$ cat config.mk
export PLATFORM = sky130hd
export DESIGN_NAME = pooled_feature_serializer
export DESIGN_NICKNAME = d
export VERILOG_FILES = /design/src/rtl/pooled_feature_serializer.sv
export SDC_FILE = /design/constraint.sdc
export NUM_CORES = 1
export LEC_CHECK = 0
export BUFFER_PORTS_ARGS = -buffer_cell sky130_fd_sc_hd__buf_2
export CAP_MARGIN = 20
export CORE_UTILIZATION = 40
export DETAILED_ROUTE_END_ITERATION = 12
export GPL_TIMING_DRIVEN = 0
export SLEW_MARGIN = 0
export SYNTH_ARGS = -nofsm -noshare
export SYNTH_HDL_FRONTEND = slang
export SYNTH_SLANG_ARGS = --single-unit
$ cat constraint.sdc
create_clock -name clk -period 3.4 [get_ports clk]
set_clock_uncertainty 0.2 [all_clocks]
set_input_delay 1.02 -clock clk [delete_from_list [all_inputs] [get_ports clk]]
set_output_delay 1.02 -clock clk [all_outputs]
set_load 0.005 [all_outputs]
$ cat src/rtl/pooled_feature_serializer.sv
// Buffers one pooled feature map per kernel from a lane-multiplexed input,
// then replays every map as one valid/ready pixel stream, channel-major and
// raster order within a channel.
module pooled_feature_serializer #(
    parameter int BitSize            = 32,
    parameter int NumberOfK          = 4,
    parameter int ProcessingElements = 2,
    parameter int PooledWidth        = 2,
    localparam int ChW               = (NumberOfK > 1) ? $clog2(NumberOfK) : 1
) (
    input  logic                                         clk,
    input  logic                                         res_n,
    input  logic [NumberOfK-1:0]                         in_valid,
    input  logic [ProcessingElements-1:0][BitSize-1:0]   in_data,
    output logic                                         in_ready,
    output logic                                         out_valid,
    input  logic                                         out_ready,
    output logic [BitSize-1:0]                           out_data,
    output logic [ChW-1:0]                               out_channel,
    output logic                                         out_last,
    output logic                                         out_done,
    output logic                                         overflow
);
    localparam int Depth = PooledWidth * PooledWidth;
    localparam int IdxW  = (Depth > 1) ? $clog2(Depth) : 1;
    localparam int CntW  = $clog2(Depth + 1);

    localparam logic [CntW-1:0] DepthC   = CntW'(Depth);
    localparam logic [IdxW-1:0] IdxLast  = IdxW'(Depth - 1);
    localparam logic [ChW-1:0]  ChLast   = ChW'(NumberOfK - 1);

    typedef enum logic [1:0] {S_COLLECT, S_DRAIN, S_DONE} state_t;

    state_t                          r_state;
    logic [BitSize-1:0]              r_mem [NumberOfK][Depth];
    logic [NumberOfK-1:0][CntW-1:0]  r_wcnt;
    logic [ChW-1:0]                  r_rch;
    logic [IdxW-1:0]                 r_ridx;
    logic                            r_overflow;

    logic [NumberOfK-1:0]            w_we;
    logic [NumberOfK-1:0]            w_drop;
    logic                            w_all_full;

    // Per-kernel write enables; anything valid but not written is a drop.
    always_comb begin
        w_we       = '0;
        w_all_full = 1'b1;
        for (int i = 0; i < NumberOfK; i++) begin
            w_we[i] = (r_state == S_COLLECT) && in_valid[i] && (r_wcnt[i] != DepthC);
            if (r_wcnt[i] != DepthC) w_all_full = 1'b0;
        end
        w_drop = in_valid & ~w_we;
    end

    // Pixel storage; contents are don't-care after reset, so no reset term.
    always_ff @(posedge clk) begin
        for (int i = 0; i < NumberOfK; i++) begin
            if (w_we[i]) r_mem[i][r_wcnt[i][IdxW-1:0]] <= in_data[i % ProcessingElements];
        end
    end

    // Collect/drain/done sequencing with write counters and read pointers.
    always_ff @(posedge clk or negedge res_n) begin
        if (!res_n) begin
            r_state    <= S_COLLECT;
            r_wcnt     <= '0;
            r_rch      <= '0;
            r_ridx     <= '0;
            r_overflow <= 1'b0;
        end else begin
            if (|w_drop) r_overflow <= 1'b1;
            case (r_state)
                S_COLLECT: begin
                    for (int i = 0; i < NumberOfK; i++) begin
                        if (w_we[i]) r_wcnt[i] <= r_wcnt[i] + CntW'(1);
                    end
                    // Decided on registered counts, so the transition costs one
                    // cycle after the final capture.
                    if (w_all_full) begin
                        r_state <= S_DRAIN;
                        r_rch   <= '0;
                        r_ridx  <= '0;
                    end
                end
                S_DRAIN: begin
                    if (out_ready) begin
                        if (r_ridx != IdxLast) begin
                            r_ridx <= r_ridx + IdxW'(1);
                        end else begin
                            r_ridx <= '0;
                            r_rch  <= r_rch + ChW'(1);
                            if (r_rch == ChLast) r_state <= S_DONE;
                        end
                    end
                end
                S_DONE: begin
                    r_wcnt  <= '0;
                    r_rch   <= '0;
                    r_ridx  <= '0;
                    r_state <= S_COLLECT;
                end
                default: r_state <= S_COLLECT;
            endcase
        end
    end

    // Outputs decode directly from registered state and pointers.
    assign in_ready    = (r_state == S_COLLECT);
    assign out_valid   = (r_state == S_DRAIN);
    assign out_data    = out_valid ? r_mem[r_rch][r_ridx] : '0;
    assign out_channel = out_valid ? r_rch : '0;
    assign out_last    = out_valid && (r_ridx == IdxLast);
    assign out_done    = (r_state == S_DONE);
    assign overflow    = r_overflow;

endmodule

==> results.txt <==
Status: finished with violations
Violated checks: negative setup slack
Global-route wire length before repair: 86.12 mm
Max_cap viols: 0
VDD IR-drop max: 0.0005509 V
Reg2Reg Depth: 5
Number of synthesized register bits: 531
Switch share: 33.76%
Root Buffer: clkbuf_16
Synthesized net count: 1283
Vias: 11860
Core Util, Final: 48.92%
Seq pwr share: 37.4%
Top cell type's share of synthesized area: 73.09%
CTS sink count: 531
Nets: 1478
Ys flop type: edfxtp_1
Leak: 8.985 nW
Ports: 110
Reg-to-reg slack, setup: 620 ps
Clock power share: 26.2%
Critical path class: flip-flop to output port
Total CTS buffers: 54
Worst r2r src: r_wcnt[9]
Final hold vios: 0
Pre-CTS WS: -527.7 ps
Worst hold path class: input port to async pin
Clk slew on worst S/H paths: 50 ps
Critical Path Source Type: flip-flop
Latest clock arrival within the worst-skew pair: 600 ps
Total track usage: 22.96%
Core ar.: 0.05161 mm^2
Power Density: 863.0 mW/mm^2
Yosys warnings: 0
Max clock buf depth: 3
Reg2Reg Capture Point: r_mem[3][80]
Final setup margin: -147.2 ps
RSZ-0062 raised after global routing: yes
Die area: 0.05351 mm^2
Htree depth: 2
Max-slew headroom: 46.27%
Routability Congestion: 0.7497
Dpl hpwl: 36.80 mm
FMAX: 281.9 MHz
Ys async rst share: 3.578%
Die W: 231.3 um
Syn avg cell area: 17.62 um^2
Ranking of synthesized cells by area: edfxtp_1 73%, mux2i_1 12%, a22oi_1 4.6%
WL final: 60.94 mm
Slew @ Worst Pin: 806.0 ps
Initial DRC count: 1164
Initial antenna violation count: 6
Initial Util: 40.76%
Area Overhead vs Synth: 20.03%
Fraction of layout cells with a size suffix above 1: 22.95%
Commonest cells post-synth: 512 x edfxtp_1, 257 x mux2i_1, 129 x a22oi_1, 74 x nand2_1, 32 x o22ai_1
Max-slew violations: 0
Die Span Y: 231.3 um
Synth unique cells: 33
Drt pass-1 iters: 5
Count of final setup violators: 32
Final period util: 104.3%
Critical path data required time: 2180 ps
GRT Residual Overflow: 0
Port Buffers: 109
WL per Instance: 28.89 um
Seq/Total Area, Yosys: 75.35%
Comb power frac: 36.4%
Largest net degree at the start of global routing: 24
Critical path arrival: 2330 ps
Std cell rows: 83
Internal power: 14.43 mW
Fin crit period: 3547 ps
CP max FO: 10
Most common cell in the netlist: edfxtp_1
Crit end category: output port
Post-synth top area cell: edfxtp_1
Via/cell ratio: 5.623
# DRC: 0
Net switching power figure: 7.355 mW
Post-Synthesis Cell Area: 0.02104 mm^2
CTS tree: built
Post-synth EDFFs: 512
Post-synthesis instance total: 1194
Number of global-route vias before repair: 12070
Antenna Violating Nets Remaining: 0
## registers in the layout (all words and copies together) (netlist names)
name and flops:
r_ridx 2, r_state 2, overflow 1, r_mem 512, r_rch 2, r_wcnt 12
## worst max-delay path, cell delays in order, from the launching register on
cell       delay, ps
dfrtp_1          410
buf_8            180
clkbuf_16        180
buf_12           160
mux2i_1          130
a22oi_1          200
nand2_1          110
o22ai_2          200
buf_2            150
## layout make-up
type | instances | area (um^2)
fillers | 4264 | 26370
flip-flops and latches | 531 | 15850
multi-input cells | 584 | 4922
clock buffers | 70 | 1463
repair buffers | 140 | 1066
well taps | 680 | 850.8
plain buffers | 65 | 824.5
clock inverters | 22 | 210.2
inverters | 13 | 48.80
diodes | 4 | 10.01
## through the flow
step | area [um^2] | std cells | TNS, ps | total power [mW] | hold WS, ps
4_1_cts | 25090 | 2103 | -3568 | 21.70 | 173.5
3_3_place_gp | 22430 | 1983 | -138590 | 14.96 | 308.1
5_1_grt | 25240 | 2107 | -5881 | 22.59 | 213.4
6_report | 25250 | 2109 | -2614 | 21.79 | 169.1
3_5_place_dp | 22790 | 2000 | -12720 | 15.17 | 306.9
2_1_floorplan | 21040 | 1194 | 0 | 12.17 | 285.2
## cells in the final DEF (no fill, tap or decap), types with 5 or more instances in the layout
cell       instances
clkinv_1          11
clkbuf_4           7
buf_4             21
xnor2_1            6
o21ai_0            8
buf_12            34
a22oi_1          124
and3_2            16
nand2_1           73
dfrtp_1           17
buf_2            110
o22ai_1            8
mux2i_1          257
inv_1             11
ha_1              18
o22ai_2           23
a22oi_2            5
a211oi_1           5
clkbuf_1          12
nor2_1             9
edfxtp_1         512
buf_6             18
buf_8             10
clkbuf_16         57
## power by group through the flow
stage          Sequential [mW]  Clock [mW]  Combinational, mW
6_report                  8.15        5.71               7.93
5_1_grt                   8.20        6.00               8.39
4_1_cts                   8.14        5.78               7.78
3_5_place_dp              8.28           0               6.89
3_3_place_gp              8.29           0               6.67
2_1_floorplan             8.23           0               3.94
## worst max-delay path by stage
stage / startpoint / end / cells past startpoint
floorplan: r_wcnt[9] / r_mem[3][0] / 4
global placement: r_rch[1] / out_data[1] / 6
detailed placement: r_rch[1] / out_data[25] / 6
CTS: r_rch[0] / out_data[17] / 8
global route: r_rch[0] / out_data[23] / 8
finish: r_rch[0] / out_data[17] / 8
## per-layer routing
metal  up-vias  part of all wire [%]  GRT usage (%)
met5         -                 0.031              0
met4         4                   2.8          7.761
met3       114                   7.6          4.208
met2       534                    48          36.73
met1      6065                    42          31.50
li1       5142                     -              -
## logic make-up (layout without fill, tap and decap cells)
kind of cell    after synthesis  after routing  synth area share (%)
flops                       531            531                 75.35
mux                         257            257                 12.23
compound gates              183            183                 6.234
simple gates                120            120                 2.593
buf+inv                      79            310                 2.272
fa+ha+maj                    18             18                 1.071
xor+xnor                      6              6                0.2498
other cells                   0              4                     0
## timing repair
item                       in CTS  in global routing
gates resized for setup       137                 22
setup endpoints to repair      32                 32
hold buffers                    0                  0
gates cloned                    0                  2
pin swaps                       8                 16
buffers inserted               12                  0
Note: power is estimated with default switching activity, not from simulation.
